==> config.mk <==
export PLATFORM = sky130hd
export DESIGN_NAME = mips_mc_ctrl
export DESIGN_NICKNAME = d
export VERILOG_FILES = /design/src/rtl/mips_pkg.sv /design/src/rtl/mips_mc_ctrl_alu_dec.sv /design/src/rtl/mips_mc_ctrl.sv
export SDC_FILE = /design/constraint.sdc
export NUM_CORES = 1
export LEC_CHECK = 0
export ABC_AREA = 1
export CAP_MARGIN = 10
export CORE_MARGIN = 2
export CORE_UTILIZATION = 35
export CTS_BUF_LIST = sky130_fd_sc_hd__clkbuf_8
export CTS_CLUSTER_DIAMETER = 200
export CTS_CLUSTER_SIZE = 8
export DETAILED_ROUTE_END_ITERATION = 10
export PLACE_DENSITY = 0.81
export SYNTH_ARGS = -nofsm -noshare
export SYNTH_HDL_FRONTEND = slang
export SYNTH_SLANG_ARGS = --single-unit
==> constraint.sdc <==
create_clock -name clk -period 1.3 [get_ports clk]
set_input_delay 0.26 -clock clk [delete_from_list [all_inputs] [get_ports clk]]
set_output_delay 0.26 -clock clk [all_outputs]
set_load 0.1 [all_outputs]
==> src/rtl/mips_pkg.sv <==
// Shared encodings for the multicycle MIPS control path: ALU codes, opcodes,
// funct codes, controller states and datapath select codes.
// Purely declarative; no timing or flow control lives here.
package mips_pkg;

    // ALU operation codes
    localparam logic [3:0] ALU_ADD   = 4'h0;
    localparam logic [3:0] ALU_SUB   = 4'h1;
    localparam logic [3:0] ALU_OR    = 4'h2;
    localparam logic [3:0] ALU_SLT   = 4'h3;
    localparam logic [3:0] ALU_SLL   = 4'h4;
    localparam logic [3:0] ALU_SRL   = 4'h5;
    localparam logic [3:0] ALU_SRA   = 4'h6;
    localparam logic [3:0] ALU_SLLV  = 4'h7;
    localparam logic [3:0] ALU_SRLV  = 4'h8;
    localparam logic [3:0] ALU_SRAV  = 4'h9;
    localparam logic [3:0] ALU_AND   = 4'hA;
    localparam logic [3:0] ALU_XOR   = 4'hB;
    localparam logic [3:0] ALU_NOR   = 4'hC;
    localparam logic [3:0] ALU_PASSA = 4'hD;
    localparam logic [3:0] ALU_SLTU  = 4'hE;

    // Opcodes (IR[31:26])
    localparam logic [5:0] OP_RTYPE = 6'h00;
    localparam logic [5:0] OP_J     = 6'h02;
    localparam logic [5:0] OP_JAL   = 6'h03;
    localparam logic [5:0] OP_BEQ   = 6'h04;
    localparam logic [5:0] OP_BNE   = 6'h05;
    localparam logic [5:0] OP_ADDI  = 6'h08;
    localparam logic [5:0] OP_ADDIU = 6'h09;
    localparam logic [5:0] OP_SLTI  = 6'h0A;
    localparam logic [5:0] OP_SLTIU = 6'h0B;
    localparam logic [5:0] OP_ANDI  = 6'h0C;
    localparam logic [5:0] OP_ORI   = 6'h0D;
    localparam logic [5:0] OP_XORI  = 6'h0E;
    localparam logic [5:0] OP_LUI   = 6'h0F;
    localparam logic [5:0] OP_LW    = 6'h23;
    localparam logic [5:0] OP_SW    = 6'h2B;

    // R-type funct codes (IR[5:0])
    localparam logic [5:0] FN_SLL  = 6'h00;
    localparam logic [5:0] FN_SRL  = 6'h02;
    localparam logic [5:0] FN_SRA  = 6'h03;
    localparam logic [5:0] FN_SLLV = 6'h04;
    localparam logic [5:0] FN_SRLV = 6'h06;
    localparam logic [5:0] FN_SRAV = 6'h07;
    localparam logic [5:0] FN_JR   = 6'h08;
    localparam logic [5:0] FN_ADD  = 6'h20;
    localparam logic [5:0] FN_ADDU = 6'h21;
    localparam logic [5:0] FN_SUB  = 6'h22;
    localparam logic [5:0] FN_SUBU = 6'h23;
    localparam logic [5:0] FN_AND  = 6'h24;
    localparam logic [5:0] FN_OR   = 6'h25;
    localparam logic [5:0] FN_XOR  = 6'h26;
    localparam logic [5:0] FN_NOR  = 6'h27;
    localparam logic [5:0] FN_SLT  = 6'h2A;
    localparam logic [5:0] FN_SLTU = 6'h2B;

    // Controller states
    typedef enum logic [2:0] {
        ST_IF  = 3'd0,
        ST_ID  = 3'd1,
        ST_EX  = 3'd2,
        ST_MEM = 3'd3,
        ST_WB  = 3'd4
    } state_e;

    // ALU operand A select
    localparam logic [1:0] ASRC_PC   = 2'd0;
    localparam logic [1:0] ASRC_RS   = 2'd1;
    localparam logic [1:0] ASRC_ZERO = 2'd2;

    // ALU operand B select
    localparam logic [1:0] BSRC_RT   = 2'd0;
    localparam logic [1:0] BSRC_FOUR = 2'd1;
    localparam logic [1:0] BSRC_IMM  = 2'd2;
    localparam logic [1:0] BSRC_LUI  = 2'd3;

    // Register file destination select
    localparam logic [1:0] RDST_RT = 2'd0;
    localparam logic [1:0] RDST_RD = 2'd1;
    localparam logic [1:0] RDST_RA = 2'd2;

    // Register write-data select
    localparam logic [1:0] M2R_ALUOUT = 2'd0;
    localparam logic [1:0] M2R_MDR    = 2'd1;
    localparam logic [1:0] M2R_PC     = 2'd2;

    // Next-PC select
    localparam logic [1:0] PCSRC_ALU    = 2'd0;
    localparam logic [1:0] PCSRC_ALUOUT = 2'd1;
    localparam logic [1:0] PCSRC_JUMP   = 2'd2;
    localparam logic [1:0] PCSRC_RS     = 2'd3;

    // Loads and stores are the only instructions that visit the MEM state.
    function automatic logic is_mem_op(input logic [5:0] op);
        return (op == OP_LW) || (op == OP_SW);
    endfunction

endpackage

==> src/rtl/mips_mc_ctrl_alu_dec.sv <==
// Instruction decoder: opcode/funct -> EX-stage ALU code, operand-B select, extension mode, legality.
// Latency: purely combinational, zero cycles.
// Backpressure: none; outputs follow the IR fields directly.
module alu_dec
    import mips_pkg::*;
(
    input  logic [5:0] opcode_i,
    input  logic [5:0] funct_i,
    output logic [3:0] aluop_o,
    output logic [1:0] alusrc_b_o,
    output logic       ext_sign_o,
    output logic       legal_o
);

    // Map each recognised instruction to its execute-stage ALU setup.
    always_comb begin
        aluop_o    = ALU_ADD;
        alusrc_b_o = BSRC_RT;
        ext_sign_o = 1'b0;
        legal_o    = 1'b0;
        unique case (opcode_i)
            OP_RTYPE: begin
                legal_o = 1'b1;
                unique case (funct_i)
                    FN_ADD, FN_ADDU: aluop_o = ALU_ADD;
                    FN_SUB, FN_SUBU: aluop_o = ALU_SUB;
                    FN_AND:          aluop_o = ALU_AND;
                    FN_OR:           aluop_o = ALU_OR;
                    FN_XOR:          aluop_o = ALU_XOR;
                    FN_NOR:          aluop_o = ALU_NOR;
                    FN_SLT:          aluop_o = ALU_SLT;
                    FN_SLTU:         aluop_o = ALU_SLTU;
                    FN_SLL:          aluop_o = ALU_SLL;
                    FN_SRL:          aluop_o = ALU_SRL;
                    FN_SRA:          aluop_o = ALU_SRA;
                    FN_SLLV:         aluop_o = ALU_SLLV;
                    FN_SRLV:         aluop_o = ALU_SRLV;
                    FN_SRAV:         aluop_o = ALU_SRAV;
                    FN_JR:           aluop_o = ALU_ADD;
                    default:         legal_o = 1'b0;
                endcase
            end
            OP_J, OP_JAL: begin
                legal_o = 1'b1;
            end
            OP_BEQ, OP_BNE: begin
                aluop_o = ALU_SUB;
                legal_o = 1'b1;
            end
            OP_ADDI, OP_ADDIU, OP_LW, OP_SW: begin
                aluop_o    = ALU_ADD;
                alusrc_b_o = BSRC_IMM;
                ext_sign_o = 1'b1;
                legal_o    = 1'b1;
            end
            OP_SLTI: begin
                aluop_o    = ALU_SLT;
                alusrc_b_o = BSRC_IMM;
                ext_sign_o = 1'b1;
                legal_o    = 1'b1;
            end
            OP_SLTIU: begin
                aluop_o    = ALU_SLTU;
                alusrc_b_o = BSRC_IMM;
                ext_sign_o = 1'b1;
                legal_o    = 1'b1;
            end
            OP_ANDI: begin
                aluop_o    = ALU_AND;
                alusrc_b_o = BSRC_IMM;
                legal_o    = 1'b1;
            end
            OP_ORI: begin
                aluop_o    = ALU_OR;
                alusrc_b_o = BSRC_IMM;
                legal_o    = 1'b1;
            end
            OP_XORI: begin
                aluop_o    = ALU_XOR;
                alusrc_b_o = BSRC_IMM;
                legal_o    = 1'b1;
            end
            OP_LUI: begin
                aluop_o    = ALU_OR;
                alusrc_b_o = BSRC_LUI;
                legal_o    = 1'b1;
            end
            default: legal_o = 1'b0;
        endcase
    end

endmodule

==> src/rtl/mips_mc_ctrl.sv <==
// Multicycle MIPS controller: sequences IF/ID/EX/MEM/WB and drives all datapath selects and enables.
// Latency: j/jal/jr 2, branch 3, ALU op 4, sw 4, lw 5 cycles at zero wait; outputs are combinational.
// Backpressure: IF and MEM hold their request until mem_ready; reset low forces every output to 0.
module mips_mc_ctrl
    import mips_pkg::*;
(
    input  logic       clk,
    input  logic       rst_n,
    input  logic [5:0] opcode,
    input  logic [5:0] funct,
    input  logic       zero,
    input  logic       mem_ready,
    output logic [3:0] aluop,
    output logic [1:0] alusrc_a,
    output logic [1:0] alusrc_b,
    output logic       ext_sign,
    output logic       mem_re,
    output logic       mem_we,
    output logic       iord,
    output logic       ir_we,
    output logic       pc_we,
    output logic       reg_we,
    output logic [1:0] regdst,
    output logic [1:0] memtoreg,
    output logic [1:0] pc_src,
    output logic       illegal
);

    state_e     state_q, state_d;

    logic [3:0] dec_aluop;
    logic [1:0] dec_alusrc_b;
    logic       dec_ext_sign;
    logic       dec_legal;

    logic       is_rtype;
    logic       is_jr;

    assign is_rtype = (opcode == OP_RTYPE);
    assign is_jr    = is_rtype && (funct == FN_JR);

    alu_dec u_alu_dec (
        .opcode_i   (opcode),
        .funct_i    (funct),
        .aluop_o    (dec_aluop),
        .alusrc_b_o (dec_alusrc_b),
        .ext_sign_o (dec_ext_sign),
        .legal_o    (dec_legal)
    );

    // State register; reset parks the controller in IF.
    always_ff @(posedge clk or negedge rst_n) begin
        if (!rst_n) begin
            state_q <= ST_IF;
        end else begin
            state_q <= state_d;
        end
    end

    // Next-state and output decode. While reset is held every output is
    // forced low so an aborted instruction cannot leak a write enable.
    always_comb begin
        state_d  = state_q;
        aluop    = ALU_ADD;
        alusrc_a = ASRC_PC;
        alusrc_b = BSRC_RT;
        ext_sign = 1'b0;
        mem_re   = 1'b0;
        mem_we   = 1'b0;
        iord     = 1'b0;
        ir_we    = 1'b0;
        pc_we    = 1'b0;
        reg_we   = 1'b0;
        regdst   = RDST_RT;
        memtoreg = M2R_ALUOUT;
        pc_src   = PCSRC_ALU;
        illegal  = 1'b0;

        unique case (state_q)
            ST_IF: begin
                // Fetch at PC and compute PC+4 in the same cycle.
                mem_re   = 1'b1;
                alusrc_b = BSRC_FOUR;
                if (mem_ready) begin
                    ir_we   = 1'b1;
                    pc_we   = 1'b1;
                    state_d = ST_ID;
                end
            end
            ST_ID: begin
                // Speculatively form the branch target into ALU-out.
                alusrc_b = BSRC_IMM;
                ext_sign = 1'b1;
                if (opcode == OP_J || opcode == OP_JAL) begin
                    pc_we   = 1'b1;
                    pc_src  = PCSRC_JUMP;
                    if (opcode == OP_JAL) begin
                        reg_we   = 1'b1;
                        regdst   = RDST_RA;
                        memtoreg = M2R_PC;
                    end
                    state_d = ST_IF;
                end else if (is_jr) begin
                    pc_we   = 1'b1;
                    pc_src  = PCSRC_RS;
                    state_d = ST_IF;
                end else if (!dec_legal) begin
                    illegal = 1'b1;
                    state_d = ST_IF;
                end else begin
                    state_d = ST_EX;
                end
            end
            ST_EX: begin
                aluop    = dec_aluop;
                alusrc_a = (opcode == OP_LUI) ? ASRC_ZERO : ASRC_RS;
                alusrc_b = dec_alusrc_b;
                ext_sign = dec_ext_sign;
                if (opcode == OP_BEQ || opcode == OP_BNE) begin
                    pc_we   = (opcode == OP_BEQ) ? zero : !zero;
                    pc_src  = PCSRC_ALUOUT;
                    state_d = ST_IF;
                end else if (is_mem_op(opcode)) begin
                    state_d = ST_MEM;
                end else begin
                    state_d = ST_WB;
                end
            end
            ST_MEM: begin
                iord   = 1'b1;
                mem_re = (opcode == OP_LW);
                mem_we = (opcode == OP_SW);
                if (mem_ready) begin
                    state_d = (opcode == OP_LW) ? ST_WB : ST_IF;
                end
            end
            ST_WB: begin
                reg_we   = 1'b1;
                regdst   = is_rtype ? RDST_RD : RDST_RT;
                memtoreg = (opcode == OP_LW) ? M2R_MDR : M2R_ALUOUT;
                state_d  = ST_IF;
            end
            default: begin
                state_d = ST_IF;
            end
        endcase

        if (!rst_n) begin
            state_d  = ST_IF;
            aluop    = '0;
            alusrc_a = '0;
            alusrc_b = '0;
            ext_sign = 1'b0;
            mem_re   = 1'b0;
            mem_we   = 1'b0;
            iord     = 1'b0;
            ir_we    = 1'b0;
            pc_we    = 1'b0;
            reg_we   = 1'b0;
            regdst   = '0;
            memtoreg = '0;
            pc_src   = '0;
            illegal  = 1'b0;
        end
    end

endmodule
==> metrics.txt, run 1 <==
# TYPE chip_impl_metric gauge
chip_impl_info{name="run_status",value="stopped before the end"} 1
chip_impl_info{name="stop_stage",value="clock tree synthesis (4_1_cts)"} 1
chip_impl_info{name="toolErrorMsg",value="[ERROR DPL-0038] Utilization greater than 100%, impossible to legalize"} 1
chip_impl_metric{name="synth_cell_type_count",unit=""} 28
chip_impl_metric{name="synth-seq-cells",unit=""} 3
chip_impl_metric{name="synth-edff-count",unit=""} 0
chip_impl_metric{name="post_cts_hold_buffer_count",unit=""} 0
chip_impl_metric{name="place_inst",unit=""} 268
chip_impl_metric{name="place_congestion",unit=""} 0.847
chip_impl_info{name="most_repeated_cell_in_the_gate_level_netlist_after_synthesis",value="nand2_1"} 1
chip_impl_info{name="synth.largest_area_cell",value="nand2_1"} 1
chip_impl_metric{name="synth-warning-count",unit=""} 0
chip_impl_metric{name="max_clock_buf_depth",unit=""} 2
chip_impl_metric{name="post_cts_resize_count",unit=""} 107
chip_impl_metric{name="synth-async-reset-ratio",unit="%"} 100
chip_impl_info{name="ys_top_cells_by_count",value="nand2_1, inv_1, nor2_1, nand3_1, a21oi_1"} 1
chip_impl_metric{name="post_cts.repair.setup_buffers",unit=""} 14
chip_impl_metric{name="rows",unit=""} 17
chip_impl_metric{name="die_x",unit="um"} 53.5
chip_impl_metric{name="cts-buffers-inserted",unit=""} 3
chip_impl_metric{name="top_level_i_o_count",unit=""} 38
chip_impl_metric{name="syn-mean-instance-area",unit="um^2"} 5.38
chip_impl_metric{name="place_ws",unit="ps"} -991
chip_impl_metric{name="clkSinkCount",unit=""} 3
chip_impl_info{name="cts.root.buffer_cell",value="clkbuf_8"} 1
chip_impl_metric{name="synthesis.area",unit="um^2"} 856
chip_impl_metric{name="place.detailed.hpwl",unit="um"} 3590
chip_impl_metric{name="port_buffers",unit=""} 37
chip_impl_metric{name="synthesized_nets",unit=""} 175
chip_impl_info{name="yosys-top-cells-area",value="nand2_1, nand3_1, inv_1, nor2_1, dfrtp_1"} 1
chip_impl_info{name="dominantRegCellSynth",value="dfrtp_1"} 1
chip_impl_metric{name="synth_top_area_share",unit="%"} 13.2
chip_impl_metric{name="synth_cells",unit=""} 159
chip_impl_metric{name="initial_utilization",unit="%"} 38.0
chip_impl_metric{name="ctsHtreeMaxLevel",unit=""} 1
chip_impl_metric{name="ys_seq_area_share",unit="%"} 8.77
chip_impl_metric{name="fp.dieH",unit="um"} 53.5
[through the flow]
| step | hold slack (ps) | utilization (%) | area [um^2] | TNS [ps] |
|---|---|---|---|---|
| 2_1_floorplan | -35.6 | - | 1040 | -13650 |
| 3_3_place_gp | 558 | 88.8 | 2000 | -16150 |
| 3_5_place_dp | 570 | 88.8 | 2000 | -18000 |
[cells by family after synthesis]
group / synth area share [%]
buffers and inverters: 15.1
DFF: 8.77
and+or+nand+nor: 61.6
xor gates and xnor gates: 1.02
AOI/OAI and AO/OA: 13.6
==> run 2: changes to the inputs <==
CORE_UTILIZATION = 20   (was 35)
CTS_BUF_LIST = unset   (was sky130_fd_sc_hd__clkbuf_8)
CTS_CLUSTER_DIAMETER = unset   (was 200)
CTS_CLUSTER_SIZE = unset   (was 8)
PLACE_DENSITY = unset   (was 0.81)
PLACE_DENSITY_LB_ADDON = 0.15   (was unset)
clock period = 1.7 ns   (was 1.3 ns; I/O delays follow)
==> run 2 against run 1 <==
The flow now finishes, with violations (setup timing). Synthesized area is the same. Synthesized cell count is the same.
==> metrics.txt, run 2 <==
# TYPE chip_impl_metric gauge
chip_impl_metric{name="cp.buffers_inverters",unit=""} 3
chip_impl_metric{name="timing.max_cap.violations",unit=""} 0
chip_impl_metric{name="grt_pass1_wl",unit="um"} 6700
chip_impl_metric{name="post-route-cell-area",unit="um^2"} 2570
chip_impl_metric{name="detail_route.wl_per_cell",unit="um"} 13.1
chip_impl_metric{name="period_minus_ws_final",unit="ps"} 1930
chip_impl_info{name="worstSetupPathType",value="register to output pin"} 1
chip_impl_info{name="most_repeated_cell_in_the_gate_level_netlist_after_synthesis",value="nand2_1"} 1
chip_impl_metric{name="nets",unit=""} 277
chip_impl_metric{name="report.final.hold_viol_count",unit=""} 0
chip_impl_info{name="layout_top_registers",value="state_q: 3 flops"} 1
chip_impl_metric{name="syn-mean-instance-area",unit="um^2"} 5.38
chip_impl_metric{name="ctsHtreeMaxLevel",unit=""} 1
chip_impl_metric{name="drt_first_iter_violations",unit=""} 54
chip_impl_info{name="synth.largest_area_cell",value="nand2_1"} 1
chip_impl_info{name="largest-register",value="state_q"} 1
chip_impl_info{name="cts.root.buffer_cell",value="clkbuf_8"} 1
chip_impl_metric{name="die_x",unit="um"} 69.4
chip_impl_info{name="rsz0062_at_grt",value="yes"} 1
chip_impl_metric{name="post-route-drc-count",unit=""} 0
chip_impl_metric{name="dieArea",unit="um^2"} 4820
chip_impl_info{name="cp-startpoint",value="state_q[2]"} 1
chip_impl_metric{name="rows",unit=""} 23
chip_impl_metric{name="top_level_i_o_count",unit=""} 38
chip_impl_metric{name="fp.dieH",unit="um"} 69.4
chip_impl_metric{name="place_congestion",unit=""} 0.826
chip_impl_info{name="violated_checks",value="setup timing"} 1
chip_impl_metric{name="path_max_fanout",unit=""} 3
chip_impl_info{name="ys_top_cells_by_count",value="nand2_1, inv_1, nor2_1, nand3_1, a21oi_1"} 1
chip_impl_info{name="critPathTopFamily",value="buffers and inverters"} 1
chip_impl_metric{name="instances_no_fill",unit=""} 310
chip_impl_info{name="layout.cells.most_common",value="buf_4"} 1
chip_impl_info{name="setup.worst_path.start_class",value="register"} 1
chip_impl_metric{name="final_max_slew_viol_count",unit=""} 0
chip_impl_metric{name="drive_above_1_share",unit="%"} 75.4
chip_impl_metric{name="synth_cell_type_count",unit=""} 28
chip_impl_metric{name="final.setup.worst_slack",unit="ps"} -226
chip_impl_metric{name="max_clock_buf_depth",unit=""} 2
chip_impl_metric{name="peak_clock_frequency_supported_by_timing",unit="MHz"} 519
chip_impl_info{name="slowest_stage",value="dfrtp_2"} 1
chip_impl_metric{name="antennaDiodeCount",unit=""} 0
chip_impl_metric{name="detailed_route_vias_per_instance",unit=""} 4.68
chip_impl_metric{name="synthesis.area",unit="um^2"} 856
chip_impl_metric{name="area.growth.synth_to_final",unit="%"} 201
chip_impl_info{name="setup.worst_path.end",value="pc_we"} 1
chip_impl_metric{name="worst-path-stages",unit=""} 7
chip_impl_metric{name="place.detailed.hpwl",unit="um"} 2830
chip_impl_metric{name="synth_cells",unit=""} 159
chip_impl_metric{name="synth-warning-count",unit=""} 0
chip_impl_metric{name="post_dp_cell_area",unit="um^2"} 2050
chip_impl_metric{name="timing.critical_path.required",unit="ps"} 1360
chip_impl_metric{name="r2r_setup_slack",unit="ps"} 250
chip_impl_metric{name="fin_crit_sh",unit="%"} 113
chip_impl_metric{name="power.leakage",unit="uW"} 0.00109
chip_impl_info{name="path_cells",value="inv_2, nand3_4, buf_4, nor2_4, nand2_2, a31oi_4, buf_12"} 1
chip_impl_info{name="mostFrequentLayoutCells",value="buf_4, buf_12, nor2_4, buf_6, nand2_1"} 1
chip_impl_metric{name="coreArea",unit="um^2"} 4060
chip_impl_metric{name="synth-seq-cells",unit=""} 3
chip_impl_metric{name="ff2ff_path_depth",unit=""} 11
chip_impl_info{name="dominantRegCellSynth",value="dfrtp_1"} 1
chip_impl_info{name="end_kind",value="output pin"} 1
chip_impl_info{name="worst_r2r_startpoint",value="state_q[0]"} 1
chip_impl_metric{name="routed-via-count",unit=""} 1452
chip_impl_metric{name="worst_ir_drop_vdd",unit="mV"} 0.291
chip_impl_metric{name="critical_path.max_stage_delay",unit="ps"} 430
chip_impl_info{name="yosys-top-cells-area",value="nand2_1, nand3_1, inv_1, nor2_1, dfrtp_1"} 1
chip_impl_metric{name="ys_seq_area_share",unit="%"} 8.77
chip_impl_metric{name="cts-buffers-inserted",unit=""} 3
chip_impl_metric{name="cp_data_arrival_time",unit="ps"} 1590
chip_impl_metric{name="largest_reg_flops",unit=""} 3
chip_impl_info{name="rr_endpoint",value="state_q[1]"} 1
chip_impl_info{name="tritoncts",value="yes"} 1
chip_impl_info{name="timing.hold.worst.class",value="input port to async pin"} 1
chip_impl_metric{name="grt.overflow.total",unit=""} 0
chip_impl_metric{name="tightestPinTransition",unit="ps"} 237
chip_impl_metric{name="gr-usage-all-layers",unit="%"} 16.4
chip_impl_metric{name="synth_top_area_share",unit="%"} 13.2
chip_impl_metric{name="initial_utilization",unit="%"} 21.1
chip_impl_metric{name="synthesized_nets",unit=""} 175
chip_impl_metric{name="clkSinkCount",unit=""} 3
chip_impl_metric{name="p_per_area",unit="nW/um^2"} 322
chip_impl_metric{name="synth-edff-count",unit=""} 0
chip_impl_metric{name="number_of_global_route_vias_before_repair",unit=""} 1548
chip_impl_metric{name="maximum_number_of_pins_on_one_net_before_global_route_repair",unit=""} 7
chip_impl_metric{name="synth-async-reset-ratio",unit="%"} 100
chip_impl_metric{name="routed_wirelength",unit="um"} 4050
chip_impl_metric{name="timing.max_slew.rel_slack",unit="%"} 84.2
chip_impl_metric{name="port_buffers",unit=""} 37
chip_impl_metric{name="route.antenna.remaining_nets",unit=""} 0
chip_impl_metric{name="clock-skew-final",unit="ps"} 3.64
chip_impl_metric{name="drt-pass1-iter-count",unit=""} 4
chip_impl_metric{name="antenna_violations_before_repair",unit=""} 0
chip_impl_metric{name="report.final.setup_viol",unit=""} 21
chip_impl_metric{name="place_inst",unit=""} 291
chip_impl_metric{name="insertion_delay",unit="ps"} 210
chip_impl_info{name="run_status",value="finished with violations"} 1
chip_impl_metric{name="clkTransAtPathRegs",unit="ps"} 30
chip_impl_metric{name="place_ws",unit="ps"} -642
[run 2: cell counts after synthesis]
Identical to the previous run, type by type.
[run 2: area by class of cell]
type                       count  area [um^2]
sequential                     3         77.6
multi-input combinational    123         1120
timing repair buffer          99         1130
inverter                      31          130
fill                         317         1490
clock buffer                   4         45.0
tap                           50         62.6
[run 2: cells by family after synthesis]
kind of cell	after synthesis	share of synthesized area, %
and+or+nand+nor	103	61.6
AOI/OAI and AO/OA	19	13.6
xor gates and xnor gates	1	1.02
buffers and inverters	33	15.1
DFF	3	8.77
[run 2: report_power, final]
group          switching [uW]  internal, uW  total (uW)  leakage [uW]
Clock                    43.2           160         203     0.0000228
Combinational             311           235         546       0.00103
Sequential               4.87          75.3        80.2     0.0000375
Total                     359           470         829       0.00109
[run 2: stage by stage]
stage          hold WS, ps  utilization [%]  power (uW)  TNS, ps
2_1_floorplan         44.4                -         313    -7370
3_3_place_gp           656             50.6         513   -10800
3_5_place_dp           648             50.6         516   -11220
4_1_cts                184             61.8         804    -3170
5_1_grt                216             63.4         872    -4370
6_report               207             63.4         829    -3070
[run 2: worst min path at each step]
stage               cells past startpoint  slack (ps)          to
detailed placement                      2         650  state_q[1]
finish                                  2         210  state_q[2]
global route                            2         220  state_q[2]
floorplan                               0          40  state_q[0]
global placement                        2         660  state_q[0]
CTS                                     2         180  state_q[0]
[run 2: worst register-to-register path: stages, from the launching register on]
cell and delay, ps:
dfrtp_1 370, inv_2 80, nor3_4 200, buf_4 140, buf_4 100, buf_4 100
nand2_1 60, nor2_1 110, nand2_1 60, nand2_1 60, nand2_1 50, nand2_1 60
[run 2: repair_timing]
action | 4_1_cts | 5_1_grt
hold buffers | 0 | 0
buffers inserted | 12 | 4
setup endpoints to repair | 23 | 22
resized for setup | 147 | 14
pin swaps | 38 | 20
[run 2: layer usage]
metal  GRT usage (%)  share of wire, %
met3            2.47               4.2
met4            5.66               1.1
met1            18.6                38
met2            30.8                57
met5               0                 0
(Power assumes the default switching activity.)
==> run 3: changes to the inputs <==
CORE_MARGIN = 3   (was 2)
==> run 3 against run 2 <==
The flow still finishes with violations (setup timing). Sequential power fell by 2%. Power about the same. Global-route usage rose by 0.33 points. Register-to-register slack about the same. Via count rose by 0.90%. Core utilization down 0.22 points. Critical path depth is 2 lower. Clock skew is 2.4 ps higher.
==> metrics.txt, run 3 (same netlist as run 2, synthesis figures left out) <==
# TYPE chip_impl_metric gauge
chip_impl_metric{name="tightestPinTransition",unit="ps"} 244
chip_impl_metric{name="grt_pass1_wl",unit="um"} 7010
chip_impl_metric{name="gr-usage-all-layers",unit="%"} 16.7
chip_impl_metric{name="period_minus_ws_final",unit="ps"} 1950
chip_impl_metric{name="largest_reg_flops",unit=""} 3
chip_impl_metric{name="r2r_setup_slack",unit="ps"} 250
chip_impl_metric{name="top_level_i_o_count",unit=""} 38
chip_impl_metric{name="drive_above_1_share",unit="%"} 74.8
chip_impl_metric{name="clock-skew-final",unit="ps"} 6.01
chip_impl_info{name="rsz0062_at_grt",value="yes"} 1
chip_impl_info{name="largest-register",value="state_q"} 1
chip_impl_metric{name="antenna_violations_before_repair",unit=""} 0
chip_impl_metric{name="drt_first_iter_violations",unit=""} 67
chip_impl_info{name="violated_checks",value="setup timing"} 1
chip_impl_info{name="worstSetupPathType",value="register to output pin"} 1
chip_impl_metric{name="place_inst",unit=""} 287
chip_impl_metric{name="clkSinkCount",unit=""} 3
chip_impl_info{name="timing.hold.worst.class",value="input port to async pin"} 1
chip_impl_metric{name="timing.max_cap.violations",unit=""} 0
chip_impl_metric{name="routed_wirelength",unit="um"} 4070
chip_impl_metric{name="nets",unit=""} 275
chip_impl_metric{name="fp.dieH",unit="um"} 71.4
chip_impl_metric{name="detail_route.wl_per_cell",unit="um"} 13.2
chip_impl_metric{name="maximum_number_of_pins_on_one_net_before_global_route_repair",unit=""} 10
chip_impl_metric{name="final.fill_count",unit=""} 313
chip_impl_metric{name="post-route-drc-count",unit=""} 0
chip_impl_metric{name="p_per_area",unit="nW/um^2"} 323
chip_impl_metric{name="multi_input_area",unit="um^2"} 1110
chip_impl_metric{name="rows",unit=""} 23
chip_impl_metric{name="ctsHtreeMaxLevel",unit=""} 1
chip_impl_metric{name="initial_utilization",unit="%"} 21.1
chip_impl_info{name="setup.worst_path.start_class",value="register"} 1
chip_impl_metric{name="detailed_route_vias_per_instance",unit=""} 4.76
chip_impl_metric{name="fin_crit_sh",unit="%"} 115
chip_impl_metric{name="worst_ir_drop_vdd",unit="mV"} 0.243
chip_impl_metric{name="max_clock_buf_depth",unit=""} 2
chip_impl_metric{name="report.final.setup_viol",unit=""} 22
chip_impl_metric{name="timing.max_slew.rel_slack",unit="%"} 83.6
chip_impl_metric{name="sequential_cell_area",unit="um^2"} 76.3
chip_impl_info{name="cts.root.buffer_cell",value="clkbuf_8"} 1
chip_impl_metric{name="die_x",unit="um"} 71.4
chip_impl_metric{name="path_max_fanout",unit=""} 4
chip_impl_info{name="layout_top_registers",value="state_q: 3 flops"} 1
chip_impl_metric{name="number_of_global_route_vias_before_repair",unit=""} 1561
chip_impl_metric{name="report.final.hold_viol_count",unit=""} 0
chip_impl_info{name="end_kind",value="output pin"} 1
chip_impl_metric{name="instances_no_fill",unit=""} 308
chip_impl_metric{name="peak_clock_frequency_supported_by_timing",unit="MHz"} 512
chip_impl_metric{name="power.leakage",unit="uW"} 0.00109
chip_impl_metric{name="route.antenna.remaining_nets",unit=""} 0
chip_impl_info{name="tritoncts",value="yes"} 1
chip_impl_metric{name="coreArea",unit="um^2"} 4060
chip_impl_metric{name="final.setup.worst_slack",unit="ps"} -251
chip_impl_metric{name="antennaDiodeCount",unit=""} 0
chip_impl_metric{name="cp_data_arrival_time",unit="ps"} 1610
chip_impl_metric{name="port_buffers",unit=""} 37
chip_impl_metric{name="post_dp_cell_area",unit="um^2"} 2020
chip_impl_metric{name="clkTransAtPathRegs",unit="ps"} 30
chip_impl_metric{name="timing.critical_path.required",unit="ps"} 1360
chip_impl_metric{name="place_congestion",unit=""} 0.877
chip_impl_info{name="layout.cells.most_common",value="buf_4"} 1
chip_impl_metric{name="final_power",unit="uW"} 829
chip_impl_info{name="mostFrequentLayoutCells",value="buf_4, buf_12, nand2_1"} 1
chip_impl_metric{name="post-route-cell-area",unit="um^2"} 2560
chip_impl_metric{name="insertion_delay",unit="ps"} 220
chip_impl_metric{name="final.hold.worst_slack",unit="ps"} 178
chip_impl_metric{name="routed-via-count",unit=""} 1465
chip_impl_metric{name="final_max_slew_viol_count",unit=""} 0
chip_impl_metric{name="drt-pass1-iter-count",unit=""} 4
chip_impl_metric{name="area.growth.synth_to_final",unit="%"} 200
chip_impl_metric{name="cts-buffers-inserted",unit=""} 3
chip_impl_metric{name="grt.overflow.total",unit=""} 0
chip_impl_info{name="run_status",value="finished with violations"} 1
chip_impl_metric{name="dieArea",unit="um^2"} 5100
chip_impl_metric{name="place.detailed.hpwl",unit="um"} 2830
run 3: repair_timing:
| action | CTS | global route |
|---|---|---|
| pin swaps | 40 | 17 |
| cloned | 0 | 0 |
| gates resized for setup | 140 | 20 |
| setup endpoints to repair | 22 | 22 |
| hold buffers | 0 | 0 |
| buffers inserted | 12 | 6 |
run 3: area by class of cell:
class / count / share of cell area (%)
Clock buffer: 4 / 1.76
Sequential cell: 3 / 2.98
Multi-Input combinational cell: 123 / 43.4
Timing Repair Buffer: 97 / 44.1
Tap cell: 50 / 2.44
Inverter: 31 / 5.37
run 3: metal layers:
layer  wire [um]  global-route usage, %
met4          64                   3.55
met1        1570                   19.7
met5           0                      0
met3         203                   2.52
met2        2240                   31.6
run 3: critical path: stages (launching register included):
cell and delay (ps):
dfrtp_2 450, nor3_4 220, inv_2 100, nor4_4 250, buf_4 190, buf_12 170
run 3: worst paths after layout:
| kind | depth (start not counted) | to | from |
|---|---|---|---|
| max | 5 | regdst[1] | state_q[1] |
| min | 2 | state_q[1] | rst_n |
| max reg2reg | 10 | state_q[1] | state_q[1] |
| min reg2reg | 6 | state_q[2] | state_q[0] |
| max in group asynchronous | 2 | state_q[1] | rst_n |
| min in group clk | 4 | state_q[1] | rst_n |
run 3: metrics by stage:
step	setup slack (ps)	utilization [%]	setup TNS [ps]
detailed placement	-665	49.9	-10840
floorplan	-1020	-	-7370
global route	-316	63.2	-5060
CTS	-241	60.1	-3290
finish	-251	63.2	-3630
global placement	-645	49.9	-10390
run 3: power by group:
group | internal [uW] | switching (uW) | leakage, uW
clock network | 160 | 51.7 | 0.0000228
logic | 230 | 308 | 0.00102
registers | 75.3 | 3.56 | 0.0000392
total | 466 | 363 | 0.00109
